===== src/rtl/pp_interp_pkg.sv =====
// Shared types and width helpers for the 2-phase polyphase interpolator.
package pp_interp_pkg;

  typedef enum logic [1:0] {
    IDLE = 2'd0,
    PH0  = 2'd1,
    PH1  = 2'd2
  } state_t;

  function automatic int max_int(input int a, input int b);
    return (a > b) ? a : b;
  endfunction

  // Product width plus growth for an n-term sum, plus one guard bit.
  function automatic int out_width(input int dw, input int cw, input int n);
    return dw + cw + $clog2(n) + 1;
  endfunction

endpackage


===== src/rtl/pp_branch_fir.sv =====
// One polyphase branch: tap delay line, combinational MAC, registered result.
module pp_branch_fir #(
  parameter int DW = 16,
  parameter int CW = 16,
  parameter int OW = 35,
  parameter int N  = 3,
  parameter logic [N*CW-1:0] COEFFS = '0
) (
  input  logic          clk,
  input  logic          arst_n,
  input  logic          load,
  input  logic [DW-1:0] x,
  output logic [OW-1:0] y
);

  // Sample window, newest (x itself) at bits [DW-1:0], sample k at [k*DW +: DW].
  logic [N*DW-1:0] win;

  if (N > 1) begin : g_hist
    logic [(N-1)*DW-1:0] hist_q;
    assign win = {hist_q, x};
    always_ff @(posedge clk or negedge arst_n) begin
      if (!arst_n) begin
        hist_q <= '0;
      end else if (load) begin
        hist_q <= win[(N-1)*DW-1:0];
      end
    end
  end else begin : g_nohist
    assign win = x;
  end

  logic signed [OW-1:0]    acc;
  logic signed [DW+CW-1:0] prod;

  always_comb begin
    acc  = '0;
    prod = '0;
    for (int k = 0; k < N; k++) begin
      prod = $signed(win[k*DW +: DW]) * $signed(COEFFS[k*CW +: CW]);
      acc  = acc + OW'(prod);
    end
  end

  logic [OW-1:0] y_q;

  always_ff @(posedge clk or negedge arst_n) begin
    if (!arst_n) begin
      y_q <= '0;
    end else if (load) begin
      y_q <= acc;
    end
  end

  assign y = y_q;

endmodule


===== src/rtl/pp_interpolator_2.sv =====
// Polyphase interpolate-by-2: two FIR branches feeding an output commutator,
// with a combinational bypass path.
module pp_interpolator_2
  import pp_interp_pkg::*;
#(
  parameter int DATA_WIDTH  = 16,
  parameter int COEFF_WIDTH = 16,
  parameter int N_COEFFS_0  = 3,
  parameter int N_COEFFS_1  = 3,
  parameter logic [N_COEFFS_0*COEFF_WIDTH-1:0] COEFFS_0 = {16'sd3, 16'sd2, 16'sd1},
  parameter logic [N_COEFFS_1*COEFF_WIDTH-1:0] COEFFS_1 = {16'sd6, 16'sd5, 16'sd4},
  localparam int N_MAX     = max_int(N_COEFFS_0, N_COEFFS_1),
  localparam int OUT_WIDTH = out_width(DATA_WIDTH, COEFF_WIDTH, N_MAX)
) (
  input  logic                  clk,
  input  logic                  arst_n,
  input  logic                  bypass,
  input  logic [DATA_WIDTH-1:0] data_in,
  input  logic                  valid_in,
  output logic                  ready_in,
  output logic [OUT_WIDTH-1:0]  data_out,
  output logic                  valid_out,
  input  logic                  ready_out,
  output logic [1:0]            state_dbg_o
);

  // Handshake: a beat moves on a port in any cycle where both valid and ready
  // are high at the clock edge; valid never waits on ready, and a held beat
  // (data and valid) stays stable until it moves.

  state_t state_q, state_d;
  logic   accept;
  logic   transfer;
  logic   load;
  logic [OUT_WIDTH-1:0] y0;
  logic [OUT_WIDTH-1:0] y1;

  assign accept   = valid_in & ready_in;
  assign transfer = valid_out & ready_out;
  // Filters only consume samples outside bypass, so the history survives it.
  assign load     = accept & ~bypass;

  pp_branch_fir #(
    .DW(DATA_WIDTH), .CW(COEFF_WIDTH), .OW(OUT_WIDTH),
    .N(N_COEFFS_0), .COEFFS(COEFFS_0)
  ) u_br0 (
    .clk(clk), .arst_n(arst_n), .load(load), .x(data_in), .y(y0)
  );

  pp_branch_fir #(
    .DW(DATA_WIDTH), .CW(COEFF_WIDTH), .OW(OUT_WIDTH),
    .N(N_COEFFS_1), .COEFFS(COEFFS_1)
  ) u_br1 (
    .clk(clk), .arst_n(arst_n), .load(load), .x(data_in), .y(y1)
  );

  always_comb begin
    state_d = state_q;
    if (bypass) begin
      state_d = IDLE;
    end else begin
      case (state_q)
        IDLE:    if (accept) state_d = PH0;
        PH0:     if (transfer) state_d = PH1;
        PH1:     if (transfer) state_d = accept ? PH0 : IDLE;
        default: state_d = IDLE;
      endcase
    end
  end

  always_ff @(posedge clk or negedge arst_n) begin
    if (!arst_n) begin
      state_q <= IDLE;
    end else begin
      state_q <= state_d;
    end
  end

  // Bypass aligns the input's binary point with a full-scale coefficient product.
  logic signed [DATA_WIDTH+COEFF_WIDTH-2:0] byp_raw;
  assign byp_raw = {data_in, {(COEFF_WIDTH-1){1'b0}}};

  always_comb begin
    ready_in  = 1'b1;
    valid_out = 1'b0;
    data_out  = '0;
    if (bypass) begin
      ready_in  = ready_out;
      valid_out = valid_in;
      data_out  = OUT_WIDTH'(byp_raw);
    end else begin
      case (state_q)
        PH0: begin
          ready_in  = 1'b0;
          valid_out = 1'b1;
          data_out  = y0;
        end
        PH1: begin
          ready_in  = ready_out;
          valid_out = 1'b1;
          data_out  = y1;
        end
        default: begin
          ready_in  = 1'b1;
          valid_out = 1'b0;
          data_out  = '0;
        end
      endcase
    end
  end

  assign state_dbg_o = state_q;

endmodule


===== config.mk =====
export PLATFORM = sky130hd
export DESIGN_NAME = pp_interpolator_2
export DESIGN_NICKNAME = d
export VERILOG_FILES = /design/src/rtl/pp_interp_pkg.sv /design/src/rtl/pp_branch_fir.sv /design/src/rtl/pp_interpolator_2.sv
export SDC_FILE = /design/constraint.sdc
export NUM_CORES = 1
export LEC_CHECK = 0
export CORE_UTILIZATION = 65
export DETAILED_ROUTE_END_ITERATION = 7
export PLACE_DENSITY = 0.86
export SLEW_MARGIN = 20
export SYNTH_ARGS = -nofsm -noshare
export SYNTH_HDL_FRONTEND = slang
export SYNTH_HIERARCHICAL = 1
export SYNTH_SLANG_ARGS = --single-unit

===== constraint.sdc =====
create_clock -name clk -period 12.26 [get_ports clk]
set_input_delay 2.452 -clock clk [delete_from_list [all_inputs] [get_ports clk]]
set_output_delay 2.452 -clock clk [all_outputs]
set_load 0.05 [all_outputs]

==> results.json <==
{
  "layout.nets": 1252,
  "ios": 60,
  "drive_gt1_share_pct": 9.79,
  "grt_max_degree": 87,
  "vias": 7530,
  "clock-sinks": 107,
  "period_share_pct": 59.9,
  "synth-edff-count": 0,
  "finalHoldViolCount": 0,
  "multiInputGateArea_mm2": 0.00630,
  "drt_wl_total_um": 22100,
  "synth.avg_cell_area_um2": 9.63,
  "synth_top_cell_area_share_pct": 26.9,
  "fp-row-count": 44,
  "yosys.area.top_type": "dfrtp_1",
  "synth-seq-cells": 107,
  "grt_pass1_vias": 7558,
  "synthArstFlopShare_pct": 100,
  "clkLatencyLatePin_ns": 0.36,
  "timing.final.max_slew_violations": 0,
  "synth_nets": 1239,
  "clockBufferDepth": 2,
  "critical_path_class": "in -> out",
  "drtIter0Drc": 645,
  "drt.antenna.violating_nets": 0,
  "maxSlewHeadroom_pct": 38.3,
  "hold_path.class": "reg -> reg",
  "clk_pin_slew_ns": 0.07,
  "synth.distinct_cells": 68,
  "firstDrtPassIters": 5,
  "numCtsBuffers": 9,
  "die_w_um": 126,
  "drc": 0,
  "cts_tree": "done",
  "port-buffer-count": 59,
  "synth_ff_type": "dfrtp_1",
  "status": "complete, no violations",
  "postSynthCellCount": 1035,
  "post_cts_resized": 0,
  "regArea_mm2": 0.00268,
  "fin_skew_ns": 0.00919,
  "yosysMostFrequentCell": "inv_1",
  "antenna_found_initial": 0,
  "vias_per_cell": 6.09,
  "cts_root_buffer": "clkbuf_16",
  "netlist_top_cells_count": "inv_1 (168), ha_1 (114), dfrtp_1 (107), mux2_2 (72), fa_1 (69)",
  "post-cts-setup-buffers": 0,
  "maxCapViolCount": 0,
  "fmax_mhz": 136,
  "r2r_cells": 20,
  "die_area_mm2": 0.0158,
  "holdBufCountCts": 0,
  "tightestPinTransition_ns": 0.925,
  "routabilityCongestion": 0.925,
  "start_kind": "primary input",
  "setup_viol": 0,
  "overflow": 0,
  "die_h_um": 126,
  "track_usage_pct": 30.1,
  "end_kind": "primary output",
  "n_antenna_cell": 0,
  "synth_area_leaders": "dfrtp_1 (27%), ha_1 (14%), fa_1 (14%)",
  "fillers": 1050,
  "grt_pass1_wl_um": 37300,
  "arrival_ns": 4.89,
  "crit_fanout": 35,
  "ys_seq_area_share_pct": 26.9,
  "utilization_pct": 73.3,
  "synth.cell_area_mm2": 0.00996,
  "cts-htree-levels": 3,
  "start_util_pct": 67.5,
  "area_delta_synth_final_pct": 8.46,
  "setup_tns_ns": 0,
  "dp_hpwl_um": 16800,
  "required_ns": 9.81,
  "synth_warnings": 6,
  "wl_per_cell_um": 17.9,
  "core_mm2": 0.0148,
  "min_path_cells": 2,
  "period_minus_slack_ns": 7.34,
  "rsz0062_at_grt": "false"
}
[worst paths after layout]
check,from,end,slack (ns)
setup / recovery,bypass,data_out[34],4.92
hold / removal,u_br1/y[17]$_DFFE_PN0P_,u_br1/y[17]$_DFFE_PN0P_,0.50
setup reg to reg,u_br1/g_hist.hist_q[18]$_DFFE_PN0P_,u_br1/y[20]$_DFFE_PN0P_,6.31
hold reg to reg,u_br1/y[17]$_DFFE_PN0P_,u_br1/y[17]$_DFFE_PN0P_,0.50
max in group asynchronous,arst_n,u_br0/y[4]$_DFFE_PN0P_,8.93
min in group asynchronous,arst_n,u_br0/g_hist.hist_q[12]$_DFFE_PN0P_,2.12
[layout make-up]
| type | instances | area share, % |
|---|---|---|
| Multi-Input combinational cell | 696 | 58.3 |
| Sequential cell | 107 | 24.8 |
| Timing Repair Buffer | 65 | 6.04 |
| Inverter | 169 | 5.87 |
| Clock buffer | 11 | 2.25 |
| Tap cell | 184 | 2.13 |
| Clock inverter | 4 | 0.683 |
[cell families (layout without fill, tap and decap cells)]
group,after synthesis,after routing,synth area share [%]
AO/OA/AOI/OAI,241,241,16.1
buffers and inverters,232,249,10.0
XOR/XNOR,32,32,2.81
adder cells (fa/ha/maj),183,183,28.2
AND/OR/NAND/NOR,165,165,7.60
flip-flops,107,107,26.9
multiplexers,75,75,8.44
[cell usage in the layout, fill, tap and decap left out, drive strengths merged, types with 4 or more instances in the layout]
master,netlist,final
a2111oi,6,6
a211oi,11,11
a21o,16,16
a21oi,51,51
a22oi,36,36
and3,5,5
buf,41,7
clkbuf,22,11
clkdlybuf4s50,0,58
dfrtp,107,107
fa,69,69
ha,114,114
inv,168,169
mux2,72,72
nand2,64,64
nand2b,9,9
nand3,15,15
nand4,5,5
nor2,42,42
nor3,5,5
o211ai,5,5
o21a,10,10
o21ai,65,65
o21bai,5,5
o311ai,7,7
or3,4,4
xnor2,17,17
xor2,15,15
[critical path, cell delays in order]
cell	delay, ns
clkdlybuf4s50_1	0.40
buf_4	0.23
nand2b_2	0.55
o21ai_0	0.39
clkdlybuf4s50_1	0.86
[metal layers]
layer | global-route usage (%) | wire length, µm | up-vias | share of wire, %
met3 | 6.16 | 1510 | 35 | 6.8
met2 | 50.7 | 10800 | 284 | 49
li1 | - | - | 3545 | -
met5 | 0 | 0 | - | 0
met1 | 39.1 | 9470 | 3666 | 43
met4 | 9.85 | 405 | 0 | 1.8
[flip-flops by register name, summed over array words and instances (netlist names)]
signal               flops
u_br0/g_hist.hist_q     32
u_br1/g_hist.hist_q     31
u_br1/y                 22
u_br0/y                 20
state_dbg_o              2
[per-stage QoR]
stage               hold WS (ns)  instance area, µm²  setup WS [ns]  std cells
floorplan                  0.453                9960           5.78       1035
global placement           0.476               10500           4.72       1220
detailed placement         0.481               10500           4.51       1220
CTS                        0.496               10800           4.50       1235
global route               0.519               10800           4.78       1236
finish                     0.497               10800           4.92       1236
Power is not shown: default switching activity piles up to over one toggle a cycle in this logic, so the estimate is an artifact.
